### src/rtl/byte_unstriping.sv
// byte_unstriping: merges two skewed 32-bit lanes back into one ordered stream via per-lane FIFOs.
module byte_unstriping #(
  parameter int DATA_WIDTH = 32,
  parameter int FIFO_DEPTH = 4,
  parameter int REALIGN_CYCLES = 4
) (
  input  logic                  clk_2f,
  input  logic                  reset,
  input  logic [DATA_WIDTH-1:0] lane_0,
  input  logic                  valid_0,
  input  logic [DATA_WIDTH-1:0] lane_1,
  input  logic                  valid_1,
  output logic [DATA_WIDTH-1:0] data_out,
  output logic                  valid_out,
  output logic                  overflow_0,
  output logic                  overflow_1
);
  localparam int AW = $clog2(FIFO_DEPTH);
  localparam int IW = $clog2(REALIGN_CYCLES + 1);
  localparam logic [AW:0] FULL = (AW + 1)'(FIFO_DEPTH);
  localparam logic [IW-1:0] IMAX = IW'(REALIGN_CYCLES);
  logic [DATA_WIDTH-1:0] mem [2][FIFO_DEPTH];
  logic [DATA_WIDTH-1:0] din [2];
  logic [AW-1:0] wp [2];
  logic [AW-1:0] rp [2];
  logic [AW:0] cnt [2];
  logic [1:0] vin, pop, push, drop;
  logic sel, idle;
  logic [IW-1:0] idle_cnt;
  // a full FIFO still accepts a word when its head leaves in the same cycle
  always_comb begin
    din[0] = lane_0;
    din[1] = lane_1;
    vin = {valid_1, valid_0};
    pop = sel ? {cnt[1] != '0, 1'b0} : {1'b0, cnt[0] != '0};
    for (int i = 0; i < 2; i++) begin
      push[i] = vin[i] && (cnt[i] != FULL || pop[i]);
      drop[i] = vin[i] && !push[i];
    end
    idle = cnt[0] == '0 && cnt[1] == '0 && vin == 2'b00;
  end
  always_ff @(posedge clk_2f) begin
    if (reset) begin
      for (int i = 0; i < 2; i++) begin
        wp[i] <= '0;
        rp[i] <= '0;
        cnt[i] <= '0;
      end
      sel <= 1'b0;
      idle_cnt <= '0;
      data_out <= '0;
      valid_out <= 1'b0;
      overflow_0 <= 1'b0;
      overflow_1 <= 1'b0;
    end else begin
      for (int i = 0; i < 2; i++) begin
        if (push[i]) begin
          mem[i][wp[i]] <= din[i];
          wp[i] <= wp[i] + AW'(1);
        end
        if (pop[i]) rp[i] <= rp[i] + AW'(1);
        cnt[i] <= cnt[i] + (AW + 1)'(push[i]) - (AW + 1)'(pop[i]);
      end
      overflow_0 <= overflow_0 | drop[0];
      overflow_1 <= overflow_1 | drop[1];
      valid_out <= |pop;
      data_out <= |pop ? mem[sel][rp[sel]] : '0;
      sel <= |pop ? !sel : (idle_cnt == IMAX ? 1'b0 : sel);
      idle_cnt <= !idle ? '0 : (idle_cnt == IMAX ? idle_cnt : idle_cnt + IW'(1));
    end
  end
endmodule

### config.mk
export PLATFORM = sky130hd
export DESIGN_NAME = byte_unstriping
export DESIGN_NICKNAME = d
export VERILOG_FILES = /design/src/rtl/byte_unstriping.sv
export SDC_FILE = /design/constraint.sdc
export NUM_CORES = 1
export LEC_CHECK = 0
export ABC_AREA = 1
export BUFFER_PORTS_ARGS = -buffer_cell sky130_fd_sc_hd__buf_2
export CORE_UTILIZATION = 60
export DETAILED_ROUTE_END_ITERATION = 16
export GPL_TIMING_DRIVEN = 0
export PLACE_DENSITY = 0.8
export SLEW_MARGIN = 20
export SYNTH_ARGS = -nofsm -noshare
export SYNTH_HDL_FRONTEND = slang
export SYNTH_SLANG_ARGS = --single-unit
### constraint.sdc
create_clock -name clk_2f -period 6 [get_ports clk_2f]
set_input_delay 0.3 -clock clk_2f [delete_from_list [all_inputs] [get_ports clk_2f]]
set_output_delay 0.3 -clock clk_2f [all_outputs]
set_load 0.02 [all_outputs]
Yosys cells after proc, flatten, opt, wreduce, memory -nomap -nowiden --
Memories as Yosys holds them, arrays and structs flattened. A register that Yosys moved wholly into a read port is not among the register bits. Index checks and enable logic that the tools add are counted.
Storage, ports and cells: output and inout bits 35, bits in writable memories 270, memories kept 4, register bits after elaboration 39, ROM bits 0, bits in latches 0
Cells by class: muxes and demuxes 37, multiply operators 0, bitwise logic cells 13, add/sub/neg operators 9, div/mod/pow operators 0, shift-type cells 0, eq/ne operators 3, magnitude comparators 5, reductions and logical operators 22
Memories:
- mem | depth 2, width 128, read ports 1, clocked after memory_dff 1, wr ports 2, line 22 | logic [DATA_WIDTH-1:0] mem [2][FIFO_DEPTH];
- cnt | depth 2, width 3, read ports 2, clocked after memory_dff 0, wr ports 2, line 26 | logic [AW:0] cnt [2];
- rp | depth 2, width 2, read ports 3, clocked after memory_dff 1, wr ports 2, line 25 | logic [AW-1:0] rp [2];
- wp | depth 2, width 2, read ports 2, clocked after memory_dff 0, wr ports 2, line 24 | logic [AW-1:0] wp [2];
Operator list (number):
- $mux 128 | 2
- $demux 32 s2 | 2
- $mux 32 | 4
- $bmux 32 s2 | 1
- $mux 1 | 21
- $mux 2 | 5
- $ge 3x3->1 const B | 3
- $not 2->3 | 3
- $add 2x1->2 const B | 4
- $logic_and 1x1->1 | 8
- $or 1x1->1 | 8
- $add 3x1->3 | 2
- $logic_not 3->1 | 2
- $lt 3x1->1 const B | 2
- $mux 3 | 2
- $ne 3x3->1 const B | 2
- $reduce_bool 3->1 | 2
- $reduce_or 2->1 | 3
- $sub 3x1->3 | 2
- $add 3x1->3 const B | 1
- $eq 3x3->1 const B | 1
- $logic_not 1->1 | 3
- $logic_not 2->1 | 1
- $logic_or 1x1->1 | 2
- 2 further kinds | 3

Logic depth before layout (Yosys ltp) --
depth after elaboration 8, depth in mapped cells 10, mapped depth without buffers 10

Worst setup path before layout --
OpenSTA, ideal clock, no wires.
path kind register -> register, from register sel, to memory mem[1][0] in the netlist's numbering (enable), buffers on the path 0, stages on the path, launching flop included 5, arrival 2230 ps, required time 5579 ps, path slack 3349 ps, path through dfxtp_1 > inv_1 > a31oi_1 > nand2_2 > nor2_1
RTL lines:
- start, declared | line 28 | logic sel, idle;
- start signal, assigned | line 68 | sel <= |pop ? !sel : (idle_cnt == IMAX ? 1'b0 : sel);
- end, declared | line 22

==> reports/results.ini <==
[die]
die_w_um=146
row_count=52
die_h_um=146
design.core.area_mm2=0.0204
initial_core_util_pct=61.5
ios=103
die-area_mm2=0.0214

[setup_path]
cp_max_fo=17
cp.arrival_ps=2690
endpoint_kind=flop
start_kind=flop
ff2ff_setup_slack_ps=3550
crit_required_ps=6250
ff2ff_path_depth=5
worstSetupPathType=reg -> reg

[drt]
drt_first_pass_iters=7
drc_errors=0
route.met3.wl_mm=2.94
final_antenna_net_count=0
wl_met2_mm=16.2
wl_met1_mm=11.9
vias=9140
top_layer=met4
post_drt_wl_per_cell_um=19.3
routed_wl_mm=32.1
avgViaCountPerCell=5.51
drt-initial-drc-count=1148

[cts]
ctsHoldBuffers=59
root_buffer=clkbuf_16
clkSinkCount=310
htree_levels=1
clkTransAtPathRegs_ps=60
clk_latency_ps=550
cts_tree=done
cts_max_path_buffers=3
cts_buffers=30
cts_resized=0
cts_setup_buffers=0

[outcome]
status=finished, final reports clean

[global_route]
grt_max_degree=20
track_usage_pct=30.2
grt_pass1_vias=9212
grt_overflow=0
grt_pass1_wl_mm=48.5
antenna_found_initial=0

[placed_design]
port_buffers=102
hpwl_mm=19.0
gp_congestion=0.830
pre_cts_slack_ps=3640

[finish]
drive_above_1_share_pct=16.0
diodes=0
syn_to_final_growth_pct=22.3
nFillCells=1267
nNetsFinal=1449

[timing]
slew_viol_final=0
finalCritPeriodShare_pct=40.8
slew_headroom_pct=45.8
skew_ps=16.6
grt_setup_unrepaired=false
period_needed_ps=2450
hold_viol_final=0
setup_ws_ps=3550
max_freq_mhz=409
fin_tns_setup_ps=0
worst_slew_pin_slew_ps=812
finalSetupViolations=0

[synthesis]
synthCells=1163
synth_seq_cells=310
ys_seq_area_share_pct=70.7
syn-num-nets=1246
synth.avg_cell_area_um2=10.8
synthesis.area_mm2=0.0125
ys_warn_count=0
synth_cell_types=27

[hold_path]
min_path_cells=1
min-delay-path-class=in -> reg

[power_and_ir_drop]
peakVddDrop_uv=269
leakagePower_nw=6.56
p_per_area_mw_per_mm2=472

[flow_run]
maxCapViolations=0

[final timing paths]
| path | startpoint | to |
|---|---|---|
| hold reg to reg | overflow_0$_SDFF_PP0_ | overflow_0$_SDFF_PP0_ |
| setup reg to reg | sel$_SDFFE_PP0P_ | mem[1][14]$_DFFE_PP_ |
| setup / recovery | sel$_SDFFE_PP0P_ | mem[1][14]$_DFFE_PP_ |
| hold / removal | lane_0[31] | mem[0][95]$_DFFE_PP_ |
[report_power, final]
part | internal [mW] | total (mW) | switching, mW
combinational | 0.798 | 2.60 | 1.80
clock | 1.19 | 1.96 | 0.775
sequential | 2.57 | 2.66 | 0.0841
[metrics by stage]
step / utilization (%) / area (um^2) / total power, mW / cells / hold WS (ps)
6_report: 75.2 / 15300 / 7.22 / 1660 / 21.4
5_1_grt: 75.2 / 15300 / 7.56 / 1660 / 0.119
4_1_cts: 75.1 / 15300 / 7.17 / 1659 / 0.0668
3_5_place_dp: 67.1 / 13700 / 5.17 / 1544 / 448
3_3_place_gp: 65.6 / 13400 / 5.05 / 1535 / 433
2_1_floorplan: - / 12500 / 4.34 / 1163 / 399
[sequential cells by signal, indices dropped and copies added (netlist names), named ones only]
register and cells:
overflow_1 1, sel 1, mem 256, cnt 6, wp 4, data_out 32
valid_out 1, idle_cnt 3, rp 4, overflow_0 1
[worst max-delay path: stages, from the launching register on]
cell and delay (ps):
dfxtp_1 460, inv_1 120, a31oi_1 380, nand2_2 280, nor2_4 630, buf_16 250
[logic make-up (layout without fill, tap and decap cells)]
logic type / count (synthesis) / after routing / share of synthesized area, %
buffers and inverters: 92 / 319 / 4.25
AOI/OAI and AO/OA: 47 / 47 / 1.92
and+or+nand+nor: 694 / 694 / 21.2
adders and majority gates: 15 / 15 / 1.62
DFF: 310 / 310 / 70.7
xor gates and xnor gates: 5 / 5 / 0.350
[synth_stat cells]
master	n	share of area, %
o21ai_0	1	0.040
clkinv_1	1	0.030
nand2_2	2	0.10
nor3_1	1	0.040
nand4_1	3	0.15
dfxtp_1	46	7.4
nand3_1	5	0.20
buf_8	1	0.12
buf_6	12	1.1
a31oi_1	1	0.050
and2_1	1	0.050
nor2_1	18	0.54
edfxtp_1	264	63
inv_1	39	1.2
xnor2_1	2	0.14
clkbuf_1	1	0.030
clkinv_2	1	0.040
buf_2	22	0.88
a21oi_1	44	1.8
o21ai_2	1	0.070
fa_1	2	0.32
or2_2	2	0.10
ha_1	13	1.3
buf_4	15	0.90
nand2_4	2	0.18
nand2_1	660	20
xor2_1	3	0.21
[placed cells by master (no fill, tap or decap), types with 2 or more instances in the layout]
cell,synthesis,layout
nand2_1,660,660
edfxtp_1,264,264
buf_2,22,124
dlygate4sd3_1,0,60
dfxtp_1,46,46
a21oi_1,44,44
inv_1,39,39
clkbuf_16,0,31
buf_4,15,15
ha_1,13,13
buf_6,12,12
nor2_1,18,10
nor2_4,0,8
clkbuf_1,1,8
buf_16,0,8
clkinv_2,1,6
clkbuf_8,0,6
nand3_1,5,5
clkinv_1,1,4
bufinv_16,0,4
xor2_1,3,3
nand4_1,3,3
nand2_2,2,2
or2_2,2,2
nand2_4,2,2
xnor2_1,2,2
fa_1,2,2
[area by class of cell]
class	count	area (um^2)	share of cell area, %
plain buffers	51	377	2.46
clock buffers	44	885	5.78
clock inverters	12	156	1.02
inverters	41	155	1.01
multi-input cells	761	3190	20.9
flip-flops and latches	310	8850	57.8
well taps	270	338	2.21
repair buffers	171	1350	8.83
[layer usage]
layer  vias to the layer above  global-route usage (%)
met5                         -                       0
met4                         0                    12.7
met3                       101                    4.44
met2                       562                    52.4
met1                      4288                    38.0
li1                       4189                       -
Power figures use the tool's default switching activity.
